$ cat src/rtl/aw_waiver_pkg.sv
// Shared types and helpers for the assertion-waiver window generator.
package aw_waiver_pkg;

    typedef enum logic [2:0] {
        S_OFF    = 3'd0,
        S_ARMING = 3'd1,
        S_ACTIVE = 3'd2,
        S_WAIVE  = 3'd3,
        S_HOLD   = 3'd4
    } aw_win_state_e;

    // Width of a counter that runs 0..n-1; never narrower than one bit.
    function automatic int aw_cnt_w(input int n);
        return (n <= 2) ? 1 : $clog2(n);
    endfunction

    function automatic int aw_max(input int a, input int b);
        return (a > b) ? a : b;
    endfunction

endpackage

$ cat src/rtl/aw_waiver_chan.sv
// One waiver channel: trigger debounce, window FSM, enable edge pulses and
// a saturating count of ACTIVE->WAIVE events.
//
//  state    | meaning
//  ---------+---------------------------------------------------------
//  S_OFF    | globally disabled or never armed; waits for an arm edge
//  S_ARMING | arm edge seen, counting ARM_DLY cycles before enabling
//  S_ACTIVE | checker assertions enabled
//  S_WAIVE  | filtered trigger high, assertions waived
//  S_HOLD   | trigger fell, still waived for HOLD_CYC cycles
module aw_waiver_chan
    import aw_waiver_pkg::*;
#(
    parameter int STABLE_CYC = 4,
    parameter int HOLD_CYC   = 8,
    parameter int ARM_DLY    = 3,
    parameter int CNT_W      = 8
) (
    input  logic             clk,
    input  logic             rstn,
    input  logic             global_en,
    input  logic             arm,
    input  logic             trig,
    output logic             chk_en,
    output logic             on_pulse,
    output logic             off_pulse,
    output logic [CNT_W-1:0] waive_cnt
);

    localparam int STAB_W = aw_cnt_w(STABLE_CYC);
    localparam int TMR_W  = aw_cnt_w(aw_max(HOLD_CYC, ARM_DLY));

    localparam logic [STAB_W-1:0] STAB_LAST = STAB_W'(STABLE_CYC - 1);
    // Unreachable compare values collapse to zero when a delay is disabled.
    localparam logic [TMR_W-1:0] ARM_LAST  = (ARM_DLY  > 0) ? TMR_W'(ARM_DLY - 1)  : '0;
    localparam logic [TMR_W-1:0] HOLD_LAST = (HOLD_CYC > 0) ? TMR_W'(HOLD_CYC - 1) : '0;

    aw_win_state_e     state_q, state_d;
    logic [TMR_W-1:0]  tmr_q, tmr_d;
    logic [STAB_W-1:0] stab_cnt;
    logic              trig_f;
    logic              arm_q;
    logic              arm_rise;
    logic              en_q;
    logic              waive_inc;

    assign arm_rise = arm & ~arm_q;

    // Arm edge register and trigger debounce: a change is accepted only after
    // it has been seen for STABLE_CYC consecutive cycles.
    always_ff @(posedge clk or negedge rstn) begin
        if (!rstn) begin
            arm_q    <= 1'b0;
            trig_f   <= 1'b0;
            stab_cnt <= '0;
        end else begin
            arm_q <= arm;
            if (trig != trig_f) begin
                if (stab_cnt == STAB_LAST) begin
                    trig_f   <= trig;
                    stab_cnt <= '0;
                end else begin
                    stab_cnt <= stab_cnt + STAB_W'(1);
                end
            end else begin
                stab_cnt <= '0;
            end
        end
    end

    // Window FSM next-state; dropping the global enable overrides everything.
    always_comb begin
        state_d   = state_q;
        tmr_d     = tmr_q;
        waive_inc = 1'b0;
        if (!global_en) begin
            state_d = S_OFF;
        end else begin
            case (state_q)
                S_OFF: begin
                    if (arm_rise) begin
                        tmr_d = '0;
                        if (ARM_DLY == 0) begin
                            state_d = trig_f ? S_WAIVE : S_ACTIVE;
                        end else begin
                            state_d = S_ARMING;
                        end
                    end
                end
                S_ARMING: begin
                    if (tmr_q == ARM_LAST) begin
                        state_d = trig_f ? S_WAIVE : S_ACTIVE;
                    end else begin
                        tmr_d = tmr_q + TMR_W'(1);
                    end
                end
                S_ACTIVE: begin
                    if (trig_f) begin
                        state_d   = S_WAIVE;
                        waive_inc = 1'b1;
                    end
                end
                S_WAIVE: begin
                    if (!trig_f) begin
                        tmr_d   = '0;
                        state_d = (HOLD_CYC == 0) ? S_ACTIVE : S_HOLD;
                    end
                end
                S_HOLD: begin
                    if (trig_f) begin
                        state_d = S_WAIVE;
                    end else if (tmr_q == HOLD_LAST) begin
                        state_d = S_ACTIVE;
                    end else begin
                        tmr_d = tmr_q + TMR_W'(1);
                    end
                end
                default: state_d = S_OFF;
            endcase
        end
    end

    // State, shared arm/hold timer, delayed enable and saturating event count.
    always_ff @(posedge clk or negedge rstn) begin
        if (!rstn) begin
            state_q   <= S_OFF;
            tmr_q     <= '0;
            en_q      <= 1'b0;
            waive_cnt <= '0;
        end else begin
            state_q <= state_d;
            tmr_q   <= tmr_d;
            en_q    <= chk_en;
            if (waive_inc && (waive_cnt != '1)) begin
                waive_cnt <= waive_cnt + CNT_W'(1);
            end
        end
    end

    assign chk_en    = (state_q == S_ACTIVE);
    assign on_pulse  = chk_en & ~en_q;
    assign off_pulse = ~chk_en & en_q;

endmodule

$ cat src/rtl/aw_waiver_window_gen.sv
// Per-checker waiver window generator: NUM_CH independent channels turning raw
// waive conditions into qualified enables and $asserton/$assertoff pulses.
module aw_waiver_window_gen
    import aw_waiver_pkg::*;
#(
    parameter int NUM_CH     = 4,
    parameter int STABLE_CYC = 4,
    parameter int HOLD_CYC   = 8,
    parameter int ARM_DLY    = 3,
    parameter int CNT_W      = 8
) (
    input  logic                    I_CLK,
    input  logic                    I_RSTN,
    input  logic                    i_global_en,
    input  logic [NUM_CH-1:0]       i_arm,
    input  logic [NUM_CH-1:0]       i_trig,
    output logic [NUM_CH-1:0]       o_chk_en,
    output logic [NUM_CH-1:0]       o_on_pulse,
    output logic [NUM_CH-1:0]       o_off_pulse,
    output logic [NUM_CH*CNT_W-1:0] o_waive_cnt
);

    // One channel instance per checker; counters packed by channel index.
    for (genvar c = 0; c < NUM_CH; c++) begin : g_ch
        aw_waiver_chan #(
            .STABLE_CYC (STABLE_CYC),
            .HOLD_CYC   (HOLD_CYC),
            .ARM_DLY    (ARM_DLY),
            .CNT_W      (CNT_W)
        ) u_chan (
            .clk       (I_CLK),
            .rstn      (I_RSTN),
            .global_en (i_global_en),
            .arm       (i_arm[c]),
            .trig      (i_trig[c]),
            .chk_en    (o_chk_en[c]),
            .on_pulse  (o_on_pulse[c]),
            .off_pulse (o_off_pulse[c]),
            .waive_cnt (o_waive_cnt[c*CNT_W +: CNT_W])
        );
    end

endmodule

$ cat config.mk
export PLATFORM = sky130hd
export DESIGN_NAME = aw_waiver_window_gen
export DESIGN_NICKNAME = d
export VERILOG_FILES = /design/src/rtl/aw_waiver_pkg.sv /design/src/rtl/aw_waiver_chan.sv /design/src/rtl/aw_waiver_window_gen.sv
export SDC_FILE = /design/constraint.sdc
export NUM_CORES = 1
export LEC_CHECK = 0
export CAP_MARGIN = 5
export CORE_MARGIN = 2
export CORE_UTILIZATION = 50
export DETAILED_ROUTE_END_ITERATION = 10
export PLACE_DENSITY = 0.86
export SYNTH_ARGS = -nofsm -noshare
export SYNTH_HDL_FRONTEND = slang
export SYNTH_SLANG_ARGS = --single-unit
$ cat constraint.sdc
create_clock -name I_CLK -period 1.94 [get_ports I_CLK]
set_input_delay 0.194 -clock I_CLK [delete_from_list [all_inputs] [get_ports I_CLK]]
set_output_delay 0.194 -clock I_CLK [all_outputs]
set_load 0.02 [all_outputs]
* After elaboration in Yosys (flattened, before gate mapping)
Cells that the tools add are included.
** Cells by class
- Multiplexer cells :: 80
- $add $sub $neg :: 12
- Divide/modulo/power cells :: 0
- Shifts and indexed selects :: 0
- Magnitude comparators :: 0
- Bitwise gates (word level) :: 24
- Reduce and logical (&&, ||, !) cells :: 24
- Equal/unequal tests :: 76
- Multiply operators :: 0
** Operators by type and width (count)
- $mux W3 :: 48
- $pmux W3 S5 :: 4
- $pmux W3 S4 :: 4
- $eq A3 B2 Y1 const B :: 12
- $add A8 B1 Y8 const B :: 4
- $ne A2 B2 Y1 const B :: 16
- $ne A8 B8 Y1 const B :: 4
- $reduce_and A7 Y1 :: 4
- $eq A3 B3 Y1 const B :: 8
- $ne A3 B2 Y1 const B :: 8
- $ne A3 B3 Y1 const B :: 8
- $reduce_and A5 Y1 :: 4
- $mux W1 :: 16
- $mux W2 :: 8
- $ne A4 B2 Y1 const B :: 4
- $reduce_bool A4 Y1 :: 4
- $add A3 B1 Y3 const B :: 4
- $and A1 B1 Y1 :: 12
- $eq A3 B1 Y1 const B :: 4
- $logic_not A3 Y1 :: 4
- $not A1 Y1 :: 12
- $add A2 B1 Y2 const B :: 4
- $eq A2 B2 Y1 const B :: 4
- $ne A2 B1 Y1 const B :: 4
- 3 further kinds :: 12
** Word-level totals
- Register bits :: 76
- Latch bits :: 0
- Input port bits :: 11
- Output and inout port bits :: 44
- Bits in read-only memories :: 0
- Memories :: 0
- Bits in writable memories :: 0
- Word-level logic and storage cells :: 244

* Depth between registers and ports, before layout
- Depth in word-level cells :: 5
- Depth in mapped cells :: 7
- Mapped depth without buffers :: 7

* By module
From an unflattened synthesis, not the netlist that was laid out.
** Second synthesis, totals
- Cell total of the unflattened synthesis :: 398
- Area total of the unflattened synthesis :: 4189.0 µm²
** By module, submodules not included
- aw_waiver_chan (g_ch[1].u_chan ...) :: area an instance 1036.0 µm², cells an instance 100, instances 2, sequential area each 475.5 µm²
- aw_waiver_chan (g_ch[0].u_chan) :: area an instance 1083.5 µm², cells an instance 100, instances 1, sequential area each 475.5 µm²
- aw_waiver_chan (g_ch[3].u_chan) :: area an instance 1033.5 µm², cells an instance 98, instances 1, sequential area each 475.5 µm²

* Worst setup path after synthesis
OpenSTA, ideal clock, no wires.
- Path type :: reg-to-reg
- Start :: reg g_ch[0].u_chan.tmr_q[0]
- End :: reg g_ch[0].u_chan.tmr_q[0]
- Setup time :: 125 ps
- Cell stages (with the launch flop) :: 7
- Path buffers :: 0
- Required time :: 1815 ps
- Data arrival time :: 1714 ps
- Path slack :: 101 ps
- Period minus slack after synthesis :: 1839 ps
- Cells stage by stage :: dfrtp_1 -> ha_1 -> ha_1 -> o31ai_1 -> nand3_1 -> nor3_1 -> mux2_2
** On the way
- Cells in the longest elaborated chain, start to end :: 4
- Elaborated cells between the ends (all ways) :: 10
- Those cells by class :: 1 x add/sub; 4 x eq/ne; 4 x mux; 1 x reduce/logical
** Ends and longest elaborated chain
- from (decl) :: RTL line aw_waiver_chan.sv:39 : logic [TMR_W-1:0] tmr_q, tmr_d;
- from (signal assigned) :: RTL line aw_waiver_chan.sv:132 : tmr_q <= tmr_d;
- $add A3 B1 Y3 :: RTL line aw_waiver_chan.sv:94, aw_waiver_chan.sv:115
- $mux W3 :: RTL line aw_waiver_chan.sv:112 : end else if (tmr_q == HOLD_LAST) begin
- $mux W3 :: RTL line aw_waiver_chan.sv:110 : if (trig_f) begin
- $pmux W3 S4 :: RTL line aw_waiver_chan.sv:79 : case (state_q)
Parallel ways exist; a longest one is shown, timed or not. The select of a mux whose other input is x is not followed.
A chain may end at the register's enable or synchronous reset.

* Worst setup path after layout
- Start :: reg g_ch[0].u_chan.state_q[0]
- End :: out o_on_pulse[0]
** On the way
- Cells in the longest elaborated chain, start to end :: 2
** Ends and longest elaborated chain
- from (decl) :: RTL line aw_waiver_chan.sv:38 : aw_win_state_e state_q, state_d;
- from (signal assigned) :: RTL line aw_waiver_chan.sv:131 : state_q <= state_d;
- $eq A3 B2 Y1 :: RTL line aw_waiver_chan.sv:140 : assign chk_en = (state_q == S_ACTIVE);
- $and A1 B1 Y1 :: RTL line aw_waiver_chan.sv:141 : assign on_pulse = chk_en & ~en_q;
- to (decl) :: RTL line aw_waiver_window_gen.sv:18 : output logic [NUM_CH-1:0] o_on_pulse,
No other way between the ends.

==> flow_summary.toml <==
[worst_setup_path]
critPathMaxFanout = 5
startpoint_type = "flip-flop"
critPathBufInv = 2
slowest_stage = "dfrtp_1"
path_delay_family = "buffers and inverters"
critical_path_class = "reg -> out"
r2r-start = "g_ch[2].u_chan.tmr_q[0]$_DFFE_PN0P_"
cp-end-kind = "output pin"
r2r_slack_ps = 80
cp-startpoint = "g_ch[0].u_chan.state_q[0]$_DFFE_PN0P_"
cp.arrival_ps = 1680
required_ps = 1750
cp_cell_sequence = "nor3b_2 -> buf_4 -> nor2b_1 -> dlygate4sd2_1"
crit_path_max_incr_delay_ps = 400
reg2reg_to = "g_ch[2].u_chan.tmr_q[1]$_DFFE_PN0P_"
rr_worst_depth = 6

[sta]
worst_slew_pin_slew_ps = 499.3
clock.fmax_mhz = 534.0
post-route-period-util_pct = 96.53
finalCriticalPeriod_ps = 1873
maxSlewViolCount = 0
hold-worst-slack_ps = 300.8
rsz0062_at_grt = "true"
tns_ps = 0
max_slew_margin_pct = 66.71
hold_viol = 0
setup_viol = 0
clock_skew_ps = 8.784

[power_and_ir_drop]
p_leak_nw = 2.400
seqPwrFrac_pct = 44.6
ir_drop_v = 0.0006641
p_int_mw = 3.209
p_per_area_nw_per_um2 = 968.1
pwr-share-comb_pct = 33.2
switchingPower_mw = 1.781
switching_share_pct = 35.70
power_frac_clock_pct = 22.2
totalPowerFinal_mw = 4.991

[synthesis]
synthTopCellsByCount = "dfrtp_1, nor2_1, nand2_1"
synth.most_common_cell = "dfrtp_1"
mappedNetlistArea_um2 = 4192
yosysTopAreaCell = "dfrtp_1"
synthMuxAreaShare_pct = 7.373
netlist.area_leader.share_pct = 45.37
synth_edf_count = 0
synthDistinctLibCells = 52
ys_seq_area_share_pct = 45.37
avgSynthCellArea_um2 = 9.793
ys_ff_latch = 76
ys.flop_type = "dfrtp_1"
synth_top_family_by_area = "simple AND/OR/NAND/NOR gates"
async_reset_ff_share_pct = 100.0
synth_nets = 459
yosys.area_share.simple_pct = 22.39
yosysWarnings = 0
synthCells = 428
yosys-top-cells-area = "dfrtp_1, ha_1, mux2_2"
synth_xor_area_share_pct = 4.179
yosys.area_share.adder_pct = 5.970
synth_compound_area_share_pct = 9.194

[cells_and_area]
nets = 523
drive_above_1_share_pct = 17.51
final_util_pct = 63.05
fin_area_um2 = 5155
diodes = 0
syn_to_final_growth_pct = 22.98

[floorplanning]
fp-row-count = 33
die_area_um2 = 9132
core_um2 = 8175
pin_count = 55
die-width_um = 95.56
die_h_um = 95.56
initial_utilization_pct = 51.27

[outcome]
outcome = "finished clean"

[clocking]
cts_tree = "yes"
clock-sinks = 76
cts_buffer_depth = 2
path_clk_slew_ps = 80
htree_num_levels = 3
cts_root_buffer = "clkbuf_8"
worstSkewPairLatency_ps = 360
cts_made_buffers = 9

[grt]
grt_overflow = 0
grt_pass1_wl_um = 14410
grt_usage_pct = 20.12
grt_pass1_vias = 3287
antenna_found_initial = 0
grt_max_degree = 40

[worst_hold_path]
min_from = "i_arm[1]"
hold_class = "in -> reg"
whs_endpoint = "g_ch[1].u_chan.arm_q$_DFF_PN0_"
min_path_cells = 1

[place]
port_buffers = 54
dp_hpwl_um = 5974
dpl_cell_area_um2 = 4872
globalplace.congestion = 0.8176

[detailed_routing]
dr.pass1.iters = 5
wl_per_cell_um = 14.37
num_vias = 3347
routed_via_density = 5.560
drc = 0
totalWireLength_um = 8648
drtAntennaViolNets = 0
drtIter0Drc = 148

[run]
drv_cap = 0
-- kinds of logic (layout without fill, tap and decap cells) --
logic type | count (synthesis) | count (layout)
multiplexers | 28 | 28
buffers and inverters | 49 | 118
flip-flops | 76 | 76
XOR/XNOR | 20 | 20
adder cells (fa/ha/maj) | 20 | 20
AO/OA/AOI/OAI | 58 | 58
AND/OR/NAND/NOR | 177 | 177
-- flip-flops by register name, indices dropped and copies added, names as in the netlist --
name,flops
g_ch.u_chan.en_q,4
g_ch.u_chan.stab_cnt,8
g_ch.u_chan.trig_f,4
g_ch.u_chan.state_q,12
g_ch.u_chan.tmr_q,12
g_ch.u_chan.waive_cnt,32
g_ch.u_chan.arm_q,4
-- per-stage QoR --
| step | cells | setup slack, ps |
|---|---|---|
| 2_1_floorplan | 428 | 101.1 |
| 3_3_place_gp | 577 | 80.21 |
| 3_5_place_dp | 577 | -41.48 |
| 4_1_cts | 596 | 19.32 |
| 5_1_grt | 602 | 0.2945 |
| 6_report | 602 | 67.26 |
-- power groups by stage --
stage,clock [mW],sequential [mW],combinational [mW]
floorplan,0,2.17,1.10
global placement,0,2.21,1.51
detailed placement,0,2.25,1.60
CTS,1.13,2.22,1.60
global route,1.20,2.27,1.85
finish,1.11,2.22,1.66
-- what timing repair did --
item	in CTS	in global routing
setup buffers	2	6
setup endpoints to repair	17	12
hold endpoints to repair	38	0
hold buffers	1	0
gates resized for setup	17	11
pin swaps	1	4
-- layer usage --
metal	part of all wire [%]	global-route usage, %	vias up
met1	43	24.22	1627
met5	0	0	-
li1	-	-	1605
met3	4.2	4.348	18
met2	51	34.73	97
met4	1.9	8.571	0
-- cells in the final DEF (no fill, tap or decap), types with 11 or more instances in the layout --
cell	netlist	routed
ha_1	20	19
nor2b_1	18	18
dfrtp_1	76	72
o21ai_0	12	12
a21oi_1	13	12
nor2_1	47	46
nand3_1	22	22
clkdlybuf4s50_1	0	41
nand2_1	29	29
nand2b_1	11	11
buf_4	12	26
nand4_1	12	12
mux2_2	19	19
inv_1	20	20
-- worst max path at each step --
stage / endpoint / slack, ps / cells after the start
floorplan: g_ch[0].u_chan.tmr_q[0]$_DFFE_PN0P_ / 100 / 6
global placement: g_ch[0].u_chan.waive_cnt[7]$_DFFE_PN0P_ / 80 / 6
detailed placement: g_ch[3].u_chan.tmr_q[1]$_DFFE_PN0P_ / -40 / 6
CTS: o_off_pulse[1] / 20 / 4
global route: o_on_pulse[3] / 0.3 / 4
finish: o_on_pulse[0] / 70 / 4
-- layout make-up --
| cell class | count | area, um^2 |
|---|---|---|
| clock buffers | 11 | 141.4 |
| fillers | 660 | 3020 |
| clock inverters | 5 | 37.54 |
| well taps | 105 | 131.4 |
| flip-flops and latches | 76 | 1907 |
| multi-input cells | 303 | 2100 |
| repair buffers | 82 | 763.2 |
| inverters | 20 | 75.07 |
Power figures use the tool's default switching activity.
